`src/rtl/pipeline_stall_ctrl.sv`:
```
// pipeline_stall_ctrl
//   Central stall/flush sequencer for the 5-stage MIPS pipeline. It merges
//   load-use hazards, taken branches/jumps and multi-cycle data-memory
//   accesses into one prioritised set of enables and bubble controls:
//   memory freeze > load-use bubble > branch flush > normal advance.
//   It owns the memory-wait watchdog and the wrong-path flush sequencing.
//
// Parameters
//   FLUSH_DEPTH  IF/ID flush cycles per taken branch/jump (1..3)
//   MEM_TIMEOUT  cycle budget of one memory wait before abort (2..255)
//
// Ports
//   clk_i, rst_i           clock, synchronous active-low reset
//   IDEX_MemRead_i         ID/EX holds a load
//   IDEX_RegisterRt_i      load destination register
//   IFID_RegisterRs/Rt_i   source registers of the instruction in ID
//   Branch_i               taken branch/jump resolved this cycle
//   mem_req_i, mem_ack_i   data-memory access present / completing
//   PCWrite_o, IFIDWrite_o PC and IF/ID load enables
//   IFIDFlush_o            IF/ID cleared to NOP
//   IDEXBubble_o           ID/EX loads a control-zero bubble
//   EXMEMStall_o           hold EX/MEM and MEM/WB
//   mem_err_o              sticky memory-timeout flag
//
// Optional feature (macro STALL_PERF_CNT_EN)
//   stall_cycles_o         saturating count of cycles with PCWrite_o low
//   flush_cycles_o         saturating count of cycles with IFIDFlush_o high
module pipeline_stall_ctrl #(
    parameter int unsigned FLUSH_DEPTH = 1,
    parameter int unsigned MEM_TIMEOUT = 16
) (
    input  logic        clk_i,
    input  logic        rst_i,
    input  logic        IDEX_MemRead_i,
    input  logic [4:0]  IDEX_RegisterRt_i,
    input  logic [4:0]  IFID_RegisterRs_i,
    input  logic [4:0]  IFID_RegisterRt_i,
    input  logic        Branch_i,
    input  logic        mem_req_i,
    input  logic        mem_ack_i,
    output logic        PCWrite_o,
    output logic        IFIDWrite_o,
    output logic        IFIDFlush_o,
    output logic        IDEXBubble_o,
    output logic        EXMEMStall_o,
`ifdef STALL_PERF_CNT_EN
    output logic [31:0] stall_cycles_o,
    output logic [31:0] flush_cycles_o,
`endif
    output logic        mem_err_o
);

    typedef enum logic [1:0] {
        RUN      = 2'd0,
        MEM_WAIT = 2'd1,
        FLUSH    = 2'd2
    } state_t;

    localparam logic [8:0] TMO_LIMIT = 9'(MEM_TIMEOUT);

    state_t     state_q, state_d;
    logic [7:0] wait_cnt_q, wait_cnt_d;
    logic [1:0] flush_rem_q, flush_rem_d;
    logic       mem_err_q, mem_err_d;

    logic load_use, miss, hold_req, timeout, freeze;
    logic pcw, ifw, flush, bubble, stall;

    assign load_use = IDEX_MemRead_i && (IDEX_RegisterRt_i != 5'd0) &&
                      ((IDEX_RegisterRt_i == IFID_RegisterRs_i) ||
                       (IDEX_RegisterRt_i == IFID_RegisterRt_i));
    assign miss     = mem_req_i && !mem_ack_i;

    // Once waiting, only the ack ends the wait; elsewhere a fresh miss starts one.
    assign hold_req = (state_q == MEM_WAIT) ? !mem_ack_i : miss;
    // The cycle whose increment would reach the budget aborts instead of stalling,
    // so at most MEM_TIMEOUT-1 cycles are ever frozen.
    assign timeout  = hold_req && (({1'b0, wait_cnt_q} + 9'd1) >= TMO_LIMIT);
    assign freeze   = hold_req && !timeout;

    always_comb begin
        state_d     = state_q;
        wait_cnt_d  = wait_cnt_q;
        flush_rem_d = flush_rem_q;
        mem_err_d   = mem_err_q;
        pcw         = 1'b0;
        ifw         = 1'b0;
        flush       = 1'b0;
        bubble      = 1'b0;
        stall       = 1'b0;

        if (freeze) begin
            // Freeze keeps the current state (and any remaining flush count).
            stall      = 1'b1;
            wait_cnt_d = wait_cnt_q + 8'd1;
            if (state_q == RUN) begin
                state_d = MEM_WAIT;
            end
        end else begin
            wait_cnt_d = '0;
            if (timeout) begin
                mem_err_d = 1'b1;
            end
            if (state_q == FLUSH) begin
                pcw         = 1'b1;
                flush       = 1'b1;
                flush_rem_d = flush_rem_q - 2'd1;
                if (flush_rem_q == 2'd1) begin
                    state_d = RUN;
                end
            end else begin
                state_d = RUN;
                if (load_use) begin
                    bubble = 1'b1;
                end else if (Branch_i) begin
                    pcw   = 1'b1;
                    flush = 1'b1;
                    if (FLUSH_DEPTH > 1) begin
                        state_d     = FLUSH;
                        flush_rem_d = 2'(FLUSH_DEPTH - 1);
                    end
                end else begin
                    pcw = 1'b1;
                    ifw = 1'b1;
                end
            end
        end
    end

    always_ff @(posedge clk_i) begin
        if (!rst_i) begin
            state_q     <= RUN;
            wait_cnt_q  <= '0;
            flush_rem_q <= '0;
            mem_err_q   <= 1'b0;
        end else begin
            state_q     <= state_d;
            wait_cnt_q  <= wait_cnt_d;
            flush_rem_q <= flush_rem_d;
            mem_err_q   <= mem_err_d;
        end
    end

    // While in reset the pipeline is held with NOPs injected into IF/ID and ID/EX.
    assign PCWrite_o    = rst_i && pcw;
    assign IFIDWrite_o  = rst_i && ifw;
    assign IFIDFlush_o  = !rst_i || flush;
    assign IDEXBubble_o = !rst_i || bubble;
    assign EXMEMStall_o = rst_i && stall;
    // The abort cycle already reports the error.
    assign mem_err_o    = rst_i && (mem_err_q || timeout);

`ifdef STALL_PERF_CNT_EN
    logic [31:0] stall_cnt_q, flush_cnt_q;

    always_ff @(posedge clk_i) begin
        if (!rst_i) begin
            stall_cnt_q <= '0;
            flush_cnt_q <= '0;
        end else begin
            if (!pcw && (stall_cnt_q != '1)) begin
                stall_cnt_q <= stall_cnt_q + 32'd1;
            end
            if (flush && (flush_cnt_q != '1)) begin
                flush_cnt_q <= flush_cnt_q + 32'd1;
            end
        end
    end

    assign stall_cycles_o = stall_cnt_q;
    assign flush_cycles_o = flush_cnt_q;
`endif

endmodule

```
`config.mk`:
```
export PLATFORM = sky130hd
export DESIGN_NAME = pipeline_stall_ctrl
export DESIGN_NICKNAME = d
export VERILOG_FILES = /design/src/rtl/pipeline_stall_ctrl.sv
export SDC_FILE = /design/constraint.sdc
export NUM_CORES = 1
export LEC_CHECK = 0
export CAP_MARGIN = 20
export CORE_MARGIN = 2
export CORE_UTILIZATION = 39
export CTS_CLUSTER_DIAMETER = 40
export DETAILED_ROUTE_END_ITERATION = 16
export HOLD_SLACK_MARGIN = 0.12
export PLACE_DENSITY_LB_ADDON = 0.15
export SLEW_MARGIN = 25
export SYNTH_ARGS = -nofsm -noshare
export SYNTH_HDL_FRONTEND = slang
export SYNTH_SLANG_ARGS = --single-unit
```
`constraint.sdc`:
```
create_clock -name clk_i -period 2.34 [get_ports clk_i]
set_input_delay 0.234 -clock clk_i [delete_from_list [all_inputs] [get_ports clk_i]]
set_output_delay 0.234 -clock clk_i [all_outputs]
set_load 0.005 [all_outputs]
```
### Word-level counts from Yosys, hierarchy flattened

Cells that the tools add are included.

| storage, ports and cells | value |
|---|---|
| bits in registers | 13 |
| bits of input ports | 21 |
| output and inout bits | 6 |

| cells by class | value |
|---|---|
| equal/unequal tests | 7 |
| $lt $le $gt $ge | 1 |
| reduce and logical (&&, ||, !) cells | 22 |
| muxes and demuxes | 20 |
| $add $sub $neg | 3 |
| bitwise logic cells | 1 |

Operators by type and width:

| kind | count |
|---|---|
| $mux W1 | 16 |
| $eq A5 B5 Y1 | 2 |
| $add A8 B1 Y9 const B | 1 |
| $ge A9 B5 Y1 const B | 1 |
| $logic_and A1 B1 Y1 | 9 |
| $add A8 B1 Y8 const B | 1 |
| $mux W2 | 4 |
| $reduce_and A2 Y1 | 4 |
| $reduce_bool A5 Y1 | 1 |
| $eq A2 B1 Y1 const B | 2 |
| $logic_or A1 B1 Y1 | 4 |
| $logic_not A1 Y1 | 3 |
| $ne A3 B2 Y1 const B | 1 |
| $eq A2 B2 Y1 const B | 1 |
| $logic_not A2 Y1 | 1 |
| $ne A2 B1 Y1 const B | 1 |
| $sub A2 B1 Y2 const B | 1 |
| $not A1 Y1 | 1 |

### Longest topological paths before layout

| logic depth | value |
|---|---|
| word-level depth | 8 |
| depth in mapped cells | 7 |

### Worst setup path after synthesis

No wires, ideal clock.

| timing path | value |
|---|---|
| kind | register -> output |
| start point | register wait_cnt_q[0] |
| end point | output port EXMEMStall_o |
| stages on the path, launching flop included | 8 |
| required time | 2106 ps |
| buffers on the path | 1 |
| arrival time | 1506 ps |
| slack | 600 ps |
| cells stage by stage | dfxtp_1 > ha_1 > nand3_2 > mux2_4 > o22ai_2 > and3_1 > buf_6 > and2_2 |

| on the way | value |
|---|---|
| cells in the longest elaborated chain, start to end | 7 |

RTL lines:

| what | line | RTL |
|---|---|---|
| start, declared | 62 | `logic [7:0] wait_cnt_q, wait_cnt_d;` |
| start signal, assigned | 138 | `wait_cnt_q <= wait_cnt_d;` |
| $add A8 B1 Y9 | 78 | `assign timeout = hold_req && (({1'b0, wait_cnt_q} + 9'd1) >= TMO_LIMIT);` |
| $ge A9 B5 Y1 | 78 |  |
| $logic_and A1 B1 Y1 | 78 |  |
| $logic_not A1 Y1 | 79 | `assign freeze = hold_req && !timeout;` |
| $logic_and A1 B1 Y1 | 79 |  |
| $mux W1 | 92 | `if (freeze) begin` |
| $logic_and A1 B1 Y1 | 149 | `assign EXMEMStall_o = rst_i && stall;` |
| end, declared | 45 | `output logic EXMEMStall_o,` |

Every way passes these cells.

### Worst setup path in the final report

| timing path | value |
|---|---|
| start point | register wait_cnt_q[0] |
| end point | output port IDEXBubble_o |

| on the way | value |
|---|---|
| cells in the longest elaborated chain, start to end | 7 |

RTL lines:

| what | line | RTL |
|---|---|---|
| $add A8 B1 Y9 | 78 |  |
| $ge A9 B5 Y1 | 78 |  |
| $logic_and A1 B1 Y1 | 78 |  |
| $logic_not A1 Y1 | 79 |  |
| $logic_and A1 B1 Y1 | 79 |  |
| $mux W1 | 92 |  |
| $logic_or A1 B1 Y1 | 148 | `assign IDEXBubble_o = !rst_i \|\| bubble;` |
| end, declared | 44 | `output logic IDEXBubble_o,` |

Every way passes these cells.

==> results.md <==
* Critical Path AT at 2.05 ns
* RSZ-0062 raised after global routing: true
* Grt ovf at 0
* Drt via density at 5.03
* Post-DP HPWL at 1.03 mm
* Vias in the first global route at 567
* Root buf cell: clkbuf_4
* Comb pwr share at 22.2%
* Top Ports at 27
* Fmax at 438 MHz
* Post-synthesis cell type count at 29
* Post-route DRC at 0
* Core box area at 0.00135 sq mm
* Fin. Hold Viols at 0
* Gpl congestion at 0.695
* Yosys top cell by area: dfxtp_1
* CTS Buffer Depth at 2
* Cells after Synth at 61
* Crit path kind: reg -> out
* Via Count at 579
* Syn avg cell area at 9.48 sq um
* Final WL at 1.40 mm
* Later-pin clock latency in the skew report at 0.27 ns
* Die ar. at 0.00181 sq mm
* Antenna violations before repair at 0
* Share of power burned in registers at 41.6%
* Yosys Warn Count at 0
* #FFs+latches synth at 10
* Tmin final at 2.28 ns
* Initial core utilization at 42.8%
* Nets at 123
* Area growth syn-to-layout at 75.3%
* Tcrit/Tclk final at 97.5%
* # diodes at 0
* Die width at 42.5 microns
* H-tree depth at 1
* Clock Skews at 0.00413 ns
* Largest net degree at the start of global routing at 13
* Sw frac at 22.7%
* Worst-path fanout max at 3
* Top cells by area, synth: dfxtp_1 (35%), xor2_1 (11%), xnor2_1 (9.1%)
* Antenna viol nets, final at 0
* Pint at 331 uW
* Crit path required time at 2.11 ns
* Max-cap violations at 0
* Clock Pin Slew Worst Setup and Hold Paths at 0.06 ns
* Cts bufs inserted at 3
* Outcome: finished clean
* Leak pwr at 0.423 nW
* Clock power frac at 36.2%
* Cell area after synthesis at 578 sq um
* Power density over cell area at 423 mW/mm^2
* CTS Sinks at 10
* Pre-Repair DR Iteration Count at 4
* CTS tree: built
* TNS Setup at 0 ns
* Sw Pwr at 97.4 uW
* GRT Resource Usage Total at 17.0%
* Top-area cell type share of the netlist area at 34.6%
* Wire per inst at 12.2 microns
* Site Rows at 13
* Share of cells above drive strength 1 at 27.0%
* Nature of the critical path endpoint: primary output
* Finish-stage setup viols at 0
* Post-synthesis sequential area ratio at 34.6%
* Initial drt markers at 5
* IO buf count at 26
* # hold bufs at CTS at 0
* Peak supply drop at 0.000210 V
* Count of pins over their slew limit at 0
* Hold Path Class: reg -> reg
* CP Launch Type: flip-flop
* First-pass GRT wire length at 2.26 mm
* Die Ht at 42.5 microns
* Hold slack at 0.450 ns
[power by group through the flow]
stage	Sequential, mW	Combinational [mW]	Clock [mW]
2_1_floorplan	0.182	0.0340	0
3_3_place_gp	0.182	0.0888	0
3_5_place_dp	0.183	0.0903	0
4_1_cts	0.178	0.0938	0.160
5_1_grt	0.179	0.104	0.168
6_report	0.178	0.0950	0.155
[through the flow]
stage	cells	setup WS [ns]	power, mW	util, %	area (sq um)
finish	115	0.0594	0.429	75.1	1010
global route	115	-0.0147	0.450	75.1	1010
CTS	112	-0.0426	0.431	73.0	986
detailed placement	106	-0.186	0.273	64.9	876
global placement	106	-0.139	0.271	64.9	876
floorplan	64	0.600	0.216	-	589
[final timing paths]
check / from / end / cells past startpoint / slack (ns)
worst max-delay path: wait_cnt_q[0] / IDEXBubble_o / 8 / 0.06
worst min-delay path: wait_cnt_q[0] / wait_cnt_q[0] / 1 / 0.45
worst max register to register: wait_cnt_q[0] / wait_cnt_q[0] / 8 / 0.63
worst min register to register: wait_cnt_q[0] / wait_cnt_q[0] / 1 / 0.45
[routing by layer]
layer / GRT usage (%) / up-vias / share of wire [%]
met4: 9.38 / 0 / 3.1
met2: 34.8 / 30 / 59
met3: 4.31 / 4 / 5.5
met1: 14.3 / 260 / 32
met5: 0 / - / 0
li1: - / 285 / -
[cells by family after synthesis]
| kind of cell | after synthesis | share of synthesized area (%) |
|---|---|---|
| AND/OR/NAND/NOR | 22 | 24.5 |
| XOR/XNOR | 13 | 19.7 |
| flip-flops | 10 | 34.6 |
| AO/OA/AOI/OAI | 9 | 11.9 |
| buffers and inverters | 4 | 3.90 |
| adder cells (fa/ha/maj) | 1 | 2.16 |
| other | 1 | 0.649 |
| multiplexers | 1 | 2.60 |
[area by class of cell]
| class | instances | area, sq um |
|---|---|---|
| tap | 15 | 18.8 |
| fill | 117 | 337 |
| multi-input combinational | 50 | 423 |
| timing repair buffer | 34 | 322 |
| clock buffer | 4 | 36.3 |
| sequential | 10 | 206 |
| inverter | 2 | 7.51 |
[registers in the layout, indices dropped and copies added (netlist names)]
name and cells:
wait_cnt_q 8, mem_err_q 1, state_q 1
[synth_stat cells]
cell,instances
dfxtp_1,10
xor2_1,7
xnor2_1,6
and3_1,4
nand3_1,4
and2_2,2
inv_1,2
nor2_1,2
nor3_1,2
nor3b_1,2
o21a_1,2
a21bo_2,1
a21oi_1,1
a31oi_1,1
buf_6,1
clkbuf_1,1
conb_1,1
ha_1,1
mux2_4,1
nand2_1,1
nand2b_1,1
nand3_2,1
nand4_1,1
nor4b_2,1
o21ai_0,1
o21bai_1,1
o22ai_2,1
o31ai_1,1
or4_1,1
[worst max-delay path: stages, from the launching register on]
cell	delay [ns]
dfxtp_4	0.36
ha_4	0.17
nand3_4	0.08
mux2_4	0.32
o22ai_4	0.18
buf_6	0.12
nand3_2	0.07
a21bo_2	0.22
dlygate4sd2_1	0.26
[layout by cell type (no fill, tap or decap), types with 2 or more instances in the layout]
cell,Yosys,routed
dfxtp_1,10,7
buf_6,1,2
inv_1,2,2
o21a_1,2,2
buf_4,0,6
xnor2_1,6,6
nand3_1,4,3
and2_2,2,2
clkdlybuf4s50_1,0,20
xor2_1,7,7
nor3_1,2,2
conb_1,1,4
dlygate4sd2_1,0,5
nor3b_1,2,2
and3_1,4,3
nor2_1,2,2
dfxtp_2,0,2
clkbuf_4,0,3
[repair_timing]
| action | CTS | global route |
|---|---|---|
| gates resized for setup | 20 | 3 |
| endpoints found under the setup margin | 6 | 4 |
| buffers inserted | 2 | 3 |
| pin swaps | 3 | 3 |
No activity file was read; power rests on OpenSTA's default activity.
